[config.mk]
export PLATFORM = sky130hd
export DESIGN_NAME = ula_mdu
export DESIGN_NICKNAME = d
export VERILOG_FILES = /design/src/rtl/ula_pkg.sv /design/src/rtl/ula_iter_core.sv /design/src/rtl/ula_mdu.sv
export SDC_FILE = /design/constraint.sdc
export NUM_CORES = 1
export LEC_CHECK = 0
export CAP_MARGIN = 20
export CORE_UTILIZATION = 45
export CTS_CLUSTER_DIAMETER = 30
export DETAILED_ROUTE_END_ITERATION = 7
export PLACE_DENSITY = 0.71
export SLEW_MARGIN = 25
export SYNTH_ARGS = -nofsm -noshare
export SYNTH_HDL_FRONTEND = slang
export SYNTH_HIERARCHICAL = 1
export SYNTH_SLANG_ARGS = --single-unit
[constraint.sdc]
create_clock -name clk -period 5.79 [get_ports clk]
set_clock_uncertainty 0.1 [all_clocks]
set_input_delay 0.8685 -clock clk [delete_from_list [all_inputs] [get_ports clk]]
set_output_delay 0.8685 -clock clk [all_outputs]
set_load 0.02 [all_outputs]
[src/rtl/ula_pkg.sv]
// Shared definitions for the ALU / multiply-divide block: opcodes, FSM states, counter sizing.
// Latency: n/a (declarations only).
// Backpressure: n/a.
package ula_pkg;

    localparam logic [3:0] OP_AND   = 4'b0000;
    localparam logic [3:0] OP_OR    = 4'b0001;
    localparam logic [3:0] OP_ADD   = 4'b0010;
    localparam logic [3:0] OP_MFHI  = 4'b0011;
    localparam logic [3:0] OP_MFLO  = 4'b0100;
    localparam logic [3:0] OP_SLTU  = 4'b0101;
    localparam logic [3:0] OP_SUB   = 4'b0110;
    localparam logic [3:0] OP_SLT   = 4'b0111;
    localparam logic [3:0] OP_MULT  = 4'b1000;
    localparam logic [3:0] OP_MULTU = 4'b1001;
    localparam logic [3:0] OP_DIV   = 4'b1010;
    localparam logic [3:0] OP_DIVU  = 4'b1011;
    localparam logic [3:0] OP_NOR   = 4'b1100;

    typedef enum logic [2:0] {
        ST_IDLE = 3'd0,
        ST_MUL  = 3'd1,
        ST_DIV  = 3'd2,
        ST_FIX  = 3'd3,
        ST_DONE = 3'd4
    } state_t;

    // Iteration counter must hold the value WIDTH itself.
    function automatic int cnt_w(input int w);
        return $clog2(w) + 1;
    endfunction

endpackage

[src/rtl/ula_iter_core.sv]
// Iterative magnitude multiply (shift-add) / restoring divide with sign fix-up on the outputs.
// Latency: WIDTH cycles after i_start; o_done flags the last step, o_hi/o_lo are valid the cycle after.
// Backpressure: none; the owning FSM starts it only when idle and samples the result once.
module ula_iter_core
    import ula_pkg::*;
#(
    parameter int WIDTH = 32
) (
    input  logic             clk,
    input  logic             rst_n,
    input  logic             i_start,
    input  logic             i_div,
    input  logic             i_signed,
    input  logic [WIDTH-1:0] i_a,
    input  logic [WIDTH-1:0] i_b,
    output logic             o_done,
    output logic [WIDTH-1:0] o_hi,
    output logic [WIDTH-1:0] o_lo
);

    localparam int              CW       = cnt_w(WIDTH);
    localparam logic [CW-1:0]   CNT_LOAD = CW'(WIDTH);
    localparam logic [CW-1:0]   CNT_ONE  = CW'(1);

    logic [WIDTH:0]     r_acc;      // partial product high half, or partial remainder
    logic [WIDTH-1:0]   r_q;        // multiplier shifting out / dividend shifting into quotient
    logic [WIDTH-1:0]   r_m;        // |multiplicand| or |divisor|
    logic [CW-1:0]      r_cnt;
    logic               r_div;
    logic               r_neg_q;    // negate product / quotient
    logic               r_neg_r;    // negate remainder (dividend was negative)

    logic               w_a_neg;
    logic               w_b_neg;
    logic [WIDTH-1:0]   w_a_mag;
    logic [WIDTH-1:0]   w_b_mag;
    logic [WIDTH:0]     w_madd;
    logic [WIDTH:0]     w_shrem;
    logic [WIDTH:0]     w_trial;
    logic [2*WIDTH-1:0] w_prod;
    logic [2*WIDTH-1:0] w_prod_fix;

    assign w_a_neg = i_signed & i_a[WIDTH-1];
    assign w_b_neg = i_signed & i_b[WIDTH-1];
    assign w_a_mag = w_a_neg ? -i_a : i_a;
    assign w_b_mag = w_b_neg ? -i_b : i_b;

    // Multiply step: conditionally add the multiplicand before the joint right shift.
    assign w_madd  = r_q[0] ? (r_acc + {1'b0, r_m}) : r_acc;

    // Divide step: the borrow bit of the trial subtraction decides restore vs keep.
    assign w_shrem = {r_acc[WIDTH-1:0], r_q[WIDTH-1]};
    assign w_trial = w_shrem - {1'b0, r_m};

    assign w_prod     = {r_acc[WIDTH-1:0], r_q};
    assign w_prod_fix = r_neg_q ? -w_prod : w_prod;

    assign o_done = (r_cnt == CNT_ONE);

    // Sign fix-up is combinational off the finished magnitudes; consumed in FIX.
    always_comb begin
        if (r_div) begin
            o_lo = r_neg_q ? -r_q : r_q;
            o_hi = r_neg_r ? -r_acc[WIDTH-1:0] : r_acc[WIDTH-1:0];
        end else begin
            o_lo = w_prod_fix[WIDTH-1:0];
            o_hi = w_prod_fix[2*WIDTH-1:WIDTH];
        end
    end

    // Operand capture on start, then one product/quotient bit per cycle.
    always_ff @(posedge clk or negedge rst_n) begin
        if (!rst_n) begin
            r_acc   <= '0;
            r_q     <= '0;
            r_m     <= '0;
            r_cnt   <= '0;
            r_div   <= 1'b0;
            r_neg_q <= 1'b0;
            r_neg_r <= 1'b0;
        end else if (i_start) begin
            r_acc   <= '0;
            r_q     <= w_a_mag;
            r_m     <= w_b_mag;
            r_cnt   <= CNT_LOAD;
            r_div   <= i_div;
            r_neg_q <= w_a_neg ^ w_b_neg;
            r_neg_r <= w_a_neg;
        end else if (r_cnt != '0) begin
            r_cnt <= r_cnt - CNT_ONE;
            if (r_div) begin
                if (!w_trial[WIDTH]) begin
                    r_acc <= w_trial;
                    r_q   <= {r_q[WIDTH-2:0], 1'b1};
                end else begin
                    r_acc <= w_shrem;
                    r_q   <= {r_q[WIDTH-2:0], 1'b0};
                end
            end else begin
                r_acc <= {1'b0, w_madd[WIDTH:1]};
                r_q   <= {w_madd[0], r_q[WIDTH-1:1]};
            end
        end
    end

endmodule

[src/rtl/ula_mdu.sv]
// EX-stage ALU with registered results plus iterative MULT/DIV and architectural HI/LO.
// Latency: result in the cycle after acceptance for single-cycle ops; WIDTH+1 edges after acceptance for MUL/DIV.
// Backpressure: result held in DONE until out_ready; in_ready only in IDLE, no input buffering.
module ula_mdu
    import ula_pkg::*;
#(
    parameter int WIDTH = 32
) (
    input  logic             clk,
    input  logic             rst_n,
    input  logic             in_valid,
    output logic             in_ready,
    input  logic [3:0]       op,
    input  logic [WIDTH-1:0] a,
    input  logic [WIDTH-1:0] b,
    output logic             out_valid,
    input  logic             out_ready,
    output logic [WIDTH-1:0] result,
    output logic             zero,
    output logic             ovf,
    output logic             div_zero,
    output logic [WIDTH-1:0] hi,
    output logic [WIDTH-1:0] lo
);

    localparam int MSB = WIDTH - 1;

    state_t           r_state;
    logic             r_in_rdy;
    logic             r_out_vld;
    logic [WIDTH-1:0] r_result;
    logic             r_zero;
    logic             r_ovf;
    logic             r_dz;
    logic [WIDTH-1:0] r_hi;
    logic [WIDTH-1:0] r_lo;

    logic             w_accept;
    logic             w_is_mul;
    logic             w_is_div;
    logic             w_b_zero;
    logic             w_signed;
    logic             w_start;
    logic [WIDTH-1:0] w_sum;
    logic [WIDTH-1:0] w_diff;
    logic [WIDTH-1:0] w_alu_res;
    logic             w_alu_ovf;
    logic             w_alu_known;
    logic             w_core_done;
    logic [WIDTH-1:0] w_core_hi;
    logic [WIDTH-1:0] w_core_lo;

    assign in_ready  = r_in_rdy;
    assign out_valid = r_out_vld;
    assign result    = r_result;
    assign zero      = r_zero;
    assign ovf       = r_ovf;
    assign div_zero  = r_dz;
    assign hi        = r_hi;
    assign lo        = r_lo;

    assign w_accept = in_valid && (r_state == ST_IDLE);
    assign w_is_mul = (op == OP_MULT) || (op == OP_MULTU);
    assign w_is_div = (op == OP_DIV)  || (op == OP_DIVU);
    assign w_signed = (op == OP_MULT) || (op == OP_DIV);
    assign w_b_zero = (b == '0);
    assign w_start  = w_accept && (w_is_mul || (w_is_div && !w_b_zero));
    assign w_sum    = a + b;
    assign w_diff   = a - b;

    // Single-cycle result; unknown opcodes report 0 with every flag (zero included) cleared.
    always_comb begin
        w_alu_res   = '0;
        w_alu_ovf   = 1'b0;
        w_alu_known = 1'b1;
        case (op)
            OP_AND:  w_alu_res = a & b;
            OP_OR:   w_alu_res = a | b;
            OP_NOR:  w_alu_res = ~(a | b);
            OP_ADD: begin
                w_alu_res = w_sum;
                w_alu_ovf = (a[MSB] == b[MSB]) && (w_sum[MSB] != a[MSB]);
            end
            OP_SUB: begin
                w_alu_res = w_diff;
                w_alu_ovf = (a[MSB] != b[MSB]) && (w_diff[MSB] != a[MSB]);
            end
            OP_SLT:  w_alu_res = {{(WIDTH-1){1'b0}}, ($signed(a) < $signed(b))};
            OP_SLTU: w_alu_res = {{(WIDTH-1){1'b0}}, (a < b)};
            OP_MFHI: w_alu_res = r_hi;
            OP_MFLO: w_alu_res = r_lo;
            default: w_alu_known = 1'b0;
        endcase
    end

    ula_iter_core #(.WIDTH(WIDTH)) u_core (
        .clk      (clk),
        .rst_n    (rst_n),
        .i_start  (w_start),
        .i_div    (w_is_div),
        .i_signed (w_signed),
        .i_a      (a),
        .i_b      (b),
        .o_done   (w_core_done),
        .o_hi     (w_core_hi),
        .o_lo     (w_core_lo)
    );

    // Control FSM with registered handshake outputs, result, flags and HI/LO.
    always_ff @(posedge clk or negedge rst_n) begin
        if (!rst_n) begin
            r_state   <= ST_IDLE;
            r_in_rdy  <= 1'b1;
            r_out_vld <= 1'b0;
            r_result  <= '0;
            r_zero    <= 1'b0;
            r_ovf     <= 1'b0;
            r_dz      <= 1'b0;
            r_hi      <= '0;
            r_lo      <= '0;
        end else begin
            case (r_state)
                ST_IDLE: begin
                    if (w_accept) begin
                        r_in_rdy <= 1'b0;
                        if (w_is_mul) begin
                            r_state <= ST_MUL;
                        end else if (w_is_div && !w_b_zero) begin
                            r_state <= ST_DIV;
                        end else if (w_is_div) begin
                            r_hi      <= a;
                            r_lo      <= '1;
                            r_result  <= '1;
                            r_zero    <= 1'b0;
                            r_ovf     <= 1'b0;
                            r_dz      <= 1'b1;
                            r_out_vld <= 1'b1;
                            r_state   <= ST_DONE;
                        end else begin
                            r_result  <= w_alu_res;
                            r_zero    <= w_alu_known && (w_alu_res == '0);
                            r_ovf     <= w_alu_ovf;
                            r_dz      <= 1'b0;
                            r_out_vld <= 1'b1;
                            r_state   <= ST_DONE;
                        end
                    end
                end
                ST_MUL, ST_DIV: begin
                    if (w_core_done) begin
                        r_state <= ST_FIX;
                    end
                end
                ST_FIX: begin
                    r_hi      <= w_core_hi;
                    r_lo      <= w_core_lo;
                    r_result  <= w_core_lo;
                    r_zero    <= (w_core_lo == '0);
                    r_ovf     <= 1'b0;
                    r_dz      <= 1'b0;
                    r_out_vld <= 1'b1;
                    r_state   <= ST_DONE;
                end
                ST_DONE: begin
                    if (out_ready) begin
                        r_out_vld <= 1'b0;
                        r_in_rdy  <= 1'b1;
                        r_state   <= ST_IDLE;
                    end
                end
                default: begin
                    r_state   <= ST_IDLE;
                    r_in_rdy  <= 1'b1;
                    r_out_vld <= 1'b0;
                end
            endcase
        end
    end

endmodule

==> key figures <==
Die
  – Core Footprint: 49,250 um^2
  – Die Ht: 226.3 um
  – Cell Rows: between 80 and 90
  – Die area: just over 50,000 um^2
  – Starting Density: 45.95%
  – Num ports: 173
  – Chip width: approximately 230 um

Run
  – Maxcap violations: 0

Synthesis
  – Mapped Cells: 2,952
  – Synthesized area per cell: 7.666 um^2
  – Post-synth top cells: 310 x nor2_1, 292 x a21oi_1, 284 x nand2_1
  – Mapped cell area: between 20,000 and 25,000 um^2
  – Top_reg_cell synth: dfrtp_1
  – Yosys top cell by area: dfrtp_1
  – Yosys cell types: approximately 120
  – Synth Register Bits: 210
  – FFs w/ async S/R, synth: 100.0%
  – Most area-consuming cells after synthesis: dfrtp_1 23%, ha_1 9.9%, a21oi_1 6.5%, nor2_1 5.1%, nand2_1 4.7%
  – Post-synth top area share: about 23%
  – Post-synth EDFFs: 0
  – Count leader, synth: nor2_1
  – Warnings from Yosys: 6
  – Syn nets: about 3,200
  – Sequential area share after synthesis: between 20% and 30%

Drt
  – # DRC: 0
  – Antenna viol nets, final: 0
  – Vias: between 20,000 and 30,000
  – Vias per std cell: between 6 and 7
  – DRT Wirelength: 106.2 mm
  – Pre-antenna DRT Iters: 7
  – First DRT Iteration DRCs: 3,744
  – Routed length per instance: ~28 um

Timing
  – Rel. slew slack: 24.21%
  – Crit share post-route: roughly nine tenths
  – Peak Freq: between 150 and 200 MHz
  – Worst-margin pin slew: between 1 and 1.5 ns
  – Unrepaired setup endpoints after global routing: no
  – Setup TNS: 0 ns
  – # setup viols final: 0
  – Fin crit period: 5.136 ns
  – Number of hold violations in the final report: 0
  – Max Slew Vio Count: 0

Pwr
  – Clock power share: 20.3%
  – Int Pwr: 0.008521 W
  – Worst vdd ir: approximately 0.47 mV
  – NetSw: approximately 0.008 W
  – Comb power frac: 59.5%
  – Leakage: ~11 nW
  – Sw Share: 48.97%
  – Seq pwr share: around a fifth
  – Cell Pwr Density: a little over 600 nW/um^2

Global routing
  – Initial antenna violation count: 3
  – First-pass GRT wire length: around 160 mm
  – Vias in the first global route: 23,460
  – GRT Resource Usage Total: between 40 and 50%
  – Grt total ovfl: 0
  – Largest net degree at the start of global routing: around 110

Finish
  – Layout area overhead: 21.18%
  – Layout Nets: around 3,400
  – Layout cells sized above 1: 9.524%
  – Core Util, Final: a little under three fifths

Clock tree
  – # resized after CTS: 0
  – Num Clock Sinks: 210
  – Post-CTS Hold Fix Bufs: 0
  – TritonCTS clock tree: built
  – H-tree depth: 2
  – Total CTS buffers: 57
  – Root Driver: clkbuf_16
  – Post-CTS Setup Bufs: 0
  – Latest clock arrival within the worst-skew pair: 0.61 ns
  – Clock buffer depth: 3
  – Clock-pin slew on the worst setup and hold paths: around 0.05 ns

Outcome
  – Status: finished, final reports clean

Worst setup path
  – WP data required: 6.19 ns
  – Crit start category: register
  – Crit. End Element: register
  – Crit Path Class: register to register
  – Maximum fanout along the worst path: 45
  – Critical path arrival: between 5 and 6 ns

Placement
  – Post-DP HPWL: 82.34 mm
  – I/O Buffers: between 150 and 200
  – Gpl congestion: approximately 1.1

Hold path
  – Hold Crit Class: input port to asynchronous set/reset pin
[path summary, 6_finish.rpt]
check | start | to | slack (ns) | cells past startpoint
setup / recovery | u_core/r_acc[2]$_DFFE_PN0P_ | u_core/r_acc[21]$_DFFE_PN0P_ | 0.65 | 17
hold / removal | rst_n | u_core/r_cnt[4]$_DFFE_PN0P_ | 0.18 | 1
setup reg to reg | u_core/r_acc[2]$_DFFE_PN0P_ | u_core/r_acc[21]$_DFFE_PN0P_ | 0.65 | 17
hold reg to reg | result[11]$_DFFE_PN0P_ | result[11]$_DFFE_PN0P_ | 0.39 | 2
max in group asynchronous | rst_n | result[31]$_DFFE_PN0P_ | 3.93 | 2
min in group clk | result[11]$_DFFE_PN0P_ | result[11]$_DFFE_PN0P_ | 0.39 | 2
[sequential cells by signal, summed over array words and instances (netlist names)]
name	flops
u_core/r_neg_r	1
u_core/r_m	32
lo	32
r_state	3
div_zero	1
u_core/r_q	32
u_core/r_cnt	6
ovf	1
result	32
u_core/r_neg_q	1
zero	1
in_ready	1
u_core/r_acc	33
out_valid	1
hi	32
u_core/r_div	1
[power by group through the flow]
stage / clock, W / sequential, W / combinational [W]
5_1_grt: 0.00349 / 0.00340 / 0.0107
2_1_floorplan: 0 / 0.00299 / 0.00676
6_report: 0.00339 / 0.00336 / 0.00994
3_3_place_gp: 0 / 0.00329 / 0.00936
3_5_place_dp: 0 / 0.00331 / 0.00957
4_1_cts: 0.00339 / 0.00330 / 0.00966
[critical path, stage by stage (launching register included)]
cell and delay [ns]:
dfrtp_1 0.60, ha_1 0.36, o211ai_1 0.25, a21o_1 0.18
a211o_1 0.20, a21oi_1 0.18, nor4b_1 0.66, o31ai_1 0.26
a31oi_1 0.30, nor2b_1 0.07, o21ai_0 0.16, nand2b_1 0.08
ha_1 0.29, buf_4 0.43, nand2_1 0.44, nor2_1 0.19
mux2i_1 0.10, a22o_1 0.19
[cell usage in the layout (no fill, tap or decap), types with 57 or more instances in the layout]
master / synthesis / final
ha_1: 179 / 179
o21ai_0: 144 / 144
nand2_1: 284 / 283
dfrtp_1: 209 / 208
clkdlybuf4s50_1: 0 / 171
a21oi_1: 292 / 291
inv_1: 150 / 150
a31oi_1: 59 / 59
clkbuf_16: 0 / 57
xor2_1: 75 / 75
nor2_1: 310 / 310
buf_4: 9 / 108
nor3_1: 65 / 64
a211oi_1: 69 / 69
xnor2_1: 99 / 99
[layout make-up]
type                       instances  area [um^2]
sequential                       210         5260
inverter                         157        589.3
timing repair buffer             285         2645
antenna                            4        10.01
clock inverter                    40        556.8
multi-input combinational       2391        16000
fill                            4546        21830
tap                              664        830.8
clock buffer                      67         1534
[cells by family after synthesis]
group / share of synthesized area, %
fa+ha+maj: 10.25
compound gates: 30.46
buf+inv: 6.469
simple gates: 20.31
xor+xnor: 6.734
flops: 23.23
mux: 2.554
[routing by layer]
| layer | GRT usage, % | share of wire, % | wire [um] | vias to the layer above |
|---|---|---|---|---|
| li1 | - | - | - | 11180 |
| met1 | 56.18 | 41 | 43390 | 12360 |
| met2 | 59.92 | 42 | 44340 | 1838 |
| met3 | 8.954 | 12 | 12660 | 346 |
| met4 | 19.14 | 5.5 | 5795 | 2 |
| met5 | 0 | 0.012 | 13 | - |
[stage by stage]
step | setup slack [ns] | hold WS (ns) | total power (W) | area, um^2 | std cells
2_1_floorplan | 1.502 | 0.4117 | 0.009749 | 22630 | 2952
3_3_place_gp | 0.2711 | 0.3701 | 0.01265 | 25290 | 3706
3_5_place_dp | 0.3376 | 0.3730 | 0.01288 | 25290 | 3706
4_1_cts | 0.6283 | 0.2643 | 0.01635 | 27390 | 3813
5_1_grt | 0.1272 | 0.2936 | 0.01762 | 27420 | 3815
6_report | 0.6535 | 0.1849 | 0.01670 | 27420 | 3818
Note: power is estimated with default switching activity, not from simulation.
==> RTL edit, RTL diff (same settings) <==
`WIDTH` is set to 32 in 2 places; all go to 24.
--- a/src/rtl/ula_iter_core.sv
+++ b/src/rtl/ula_iter_core.sv
@@ -6,3 +6,3 @@
 #(
-    parameter int WIDTH = 32
+    parameter int WIDTH = 24
 ) (
--- a/src/rtl/ula_mdu.sv
+++ b/src/rtl/ula_mdu.sv
@@ -6,3 +6,3 @@
 #(
-    parameter int WIDTH = 32
+    parameter int WIDTH = 24
 ) (
Ports: changed (5 resized); port bits go from 173 to 133. The function was not compared with the original's and may differ.
==> RTL edit against the unedited design <==
Routed wire length fell by 32%. Area after synthesis fell by 25%. Sequential cell count fell by 48. Worst setup slack improved by 0.23 ns. Non-clock buffer count fell by 92. Die area fell by 24%. Count of clock-buffer cells in the layout fell by 49. Via count fell by 29%. Total power fell by 36%. Core utilization fell by 3.4 points. Critical path depth fell by 4. Design area fell by 29%. Highest routed layer is now met4.
==> RTL edit: results (changes against the unedited design) <==
| Item | Reported | Delta |
|---|---|---|
| Avg WL per Cell | 25.4 um | -8.8% |
| Number of detailed-routing iterations run before antenna repair | 8 | +1 |
| Worst path arrival time | 5.17 ns | -0.36 ns |
| Largest register FFs | 25 | -24% |
| Cell count after placement | 2808 | -24% |
| HPWL after detailed placement | 55500 um | -33% |
| Total CTS buffers | 17 | -70% |
| Proportion of synthesized area in mux cells | 3.19% | +0.64 points |
| Clk_lat worst skew | 0.46 ns | -0.15 ns |
| Routability Congestion | 1.05 | -1.6% |
| Kind of cell with the highest combined delay on the critical path | simple AND/OR/NAND/NOR gates |  |
| Final #Nets | 2512 | -25% |
| Most common library cells after synthesis | nand2_1 (242), nor2_1 (224), a21oi_1 (201) |  |
| Adder-Cell Fraction of Synth Area | 10.4% | +0.18 points |
| Count of fill cells added during filler insertion | 3665 | -19% |
| Worst path slowest cell | nor4_1 |  |
| Antenna violations before repair | 2 | -1 |
| Via count of the first global-routing pass | 17588 | -25% |
| Crit path largest cell delay | 0.78 ns | +0.12 ns |
| Total number of H-tree levels | 4 | +2 |
| Detail-routed via count per cell | 6.41 | -4.9% |
| LEAKAGE | 8.09 nW | -28% |
| Post-synthesis area per instance | 7.60 um2 | -0.90% |
| Maximum number of pins on one net before global-route repair | 91 | -15% |
| FF-to-FF setup slack | 1.43 ns | +0.78 ns |
| WL final | 72100 um | -32% |
| CTS max path bufs | 2 | -1 |
| Critical path peak fanout | 12 | -73% |
| Maximum vdd drop | 0.000481 V | +2.3% |
| Sequential area share after synthesis | 23.7% | +0.51 points |
| Complex-gate fraction of the synthesized area | 29.5% | -1.0 points |
| Fraction of layout instances using a drive strength above 1 | 7.56% | -2.0 points |
| Count of input and output buffers | 132 | -23% |
| Dominant cells by area after synthesis | dfrtp_1 (24%), ha_1 (10%), a21oi_1 (5.9%) |  |
| Global-route total usage across every layer | 37.3% | -3.3 points |
| Worst slew margin relative to its limit | 28.5% | +4.3 points |
| CTS clk-pin slew, worst paths | 0.08 ns | +0.03 ns |
| Cell area reported after detailed placement | 19000 um2 | -25% |
| Result of the run | finished, final reports clean |  |
| Share of the synthesized netlist area taken by xor and xnor gates | 6.10% | -0.63 points |
| Net count of the mapped netlist | 2445 | -24% |
| Number of DRC violations after detailed-routing iteration 0 | 1891 | -49% |
| Global-route wire length before repair | 109000 um | -30% |
RTL edit: changes by cell type after synthesis, sizes merged, moves of 29 or more:
cell   change
a21oi     -93
nor2      -87
dfrtp     -48
ha        -43
nand2     -42
xor2      -37
a21o      -29
buf       -29
RTL edit: cells by family after synthesis:
logic type	Yosys count
multiplexers	53
buffers and inverters	276
AO/OA/AOI/OAI	747
XOR/XNOR	119
adder cells (fa/ha/maj)	140
flip-flops	162
AND/OR/NAND/NOR	752
RTL edit: metrics by stage:
step                setup slack, ns  hold WS, ns
floorplan                      1.80        0.394
global placement              0.575        0.359
detailed placement            0.539        0.363
CTS                            1.01        0.342
global route                  0.660        0.376
finish                        0.880        0.286
RTL edit: path summary, 6_finish.rpt:
check / startpoint / cells past startpoint / endpoint
setup / recovery: a[18] / 13 / zero$_DFFE_PN0P_
hold / removal: rst_n / 1 / result[4]$_DFFE_PN0P_
setup reg to reg: u_core/r_acc[0]$_DFFE_PN0P_ / 15 / u_core/r_acc[21]$_DFFE_PN0P_
hold reg to reg: result[19]$_DFFE_PN0P_ / 2 / result[19]$_DFFE_PN0P_
max in group asynchronous: rst_n / 2 / lo[17]$_DFFE_PN0P_
min in group clk: result[19]$_DFFE_PN0P_ / 2 / result[19]$_DFFE_PN0P_
RTL edit: cell type report:
type | count | area [um2] | share of cell area, %
multi-input cells | 1811 | 12100 | 61.5
well taps | 511 | 639 | 3.26
clock buffers | 18 | 429 | 2.19
flip-flops and latches | 162 | 4060 | 20.7
diodes | 1 | 2.50 | 0.0128
repair buffers | 193 | 1790 | 9.15
inverters | 131 | 492 | 2.51
clock inverters | 14 | 125 | 0.638
RTL edit: worst reg2reg max path, delay by kind of cell, from the launching register on:
family | cells | cell delay [ns]
simple gates | 3 | 0.49
buf+inv | 2 | 0.54
flops | 1 | 0.63
fa+ha+maj | 2 | 0.62
compound gates | 8 | 1.85
RTL edit: metal layers:
metal / global-route usage, % / part of all wire (%) / vias up
met2: 59.7 / 45 / 987
met5: 0 / 0 / -
met1: 49.3 / 42 / 8739
met4: 17.3 / 4.4 / 0
li1: - / - / 8309
met3: 5.94 / 8.6 / 169
RTL edit: report_power, final:
part / total (mW) / switching (mW) / internal [mW]
registers: 2.56 / 0.882 / 1.68
clock network: 1.15 / 0.581 / 0.565
logic: 6.97 / 4.09 / 2.88
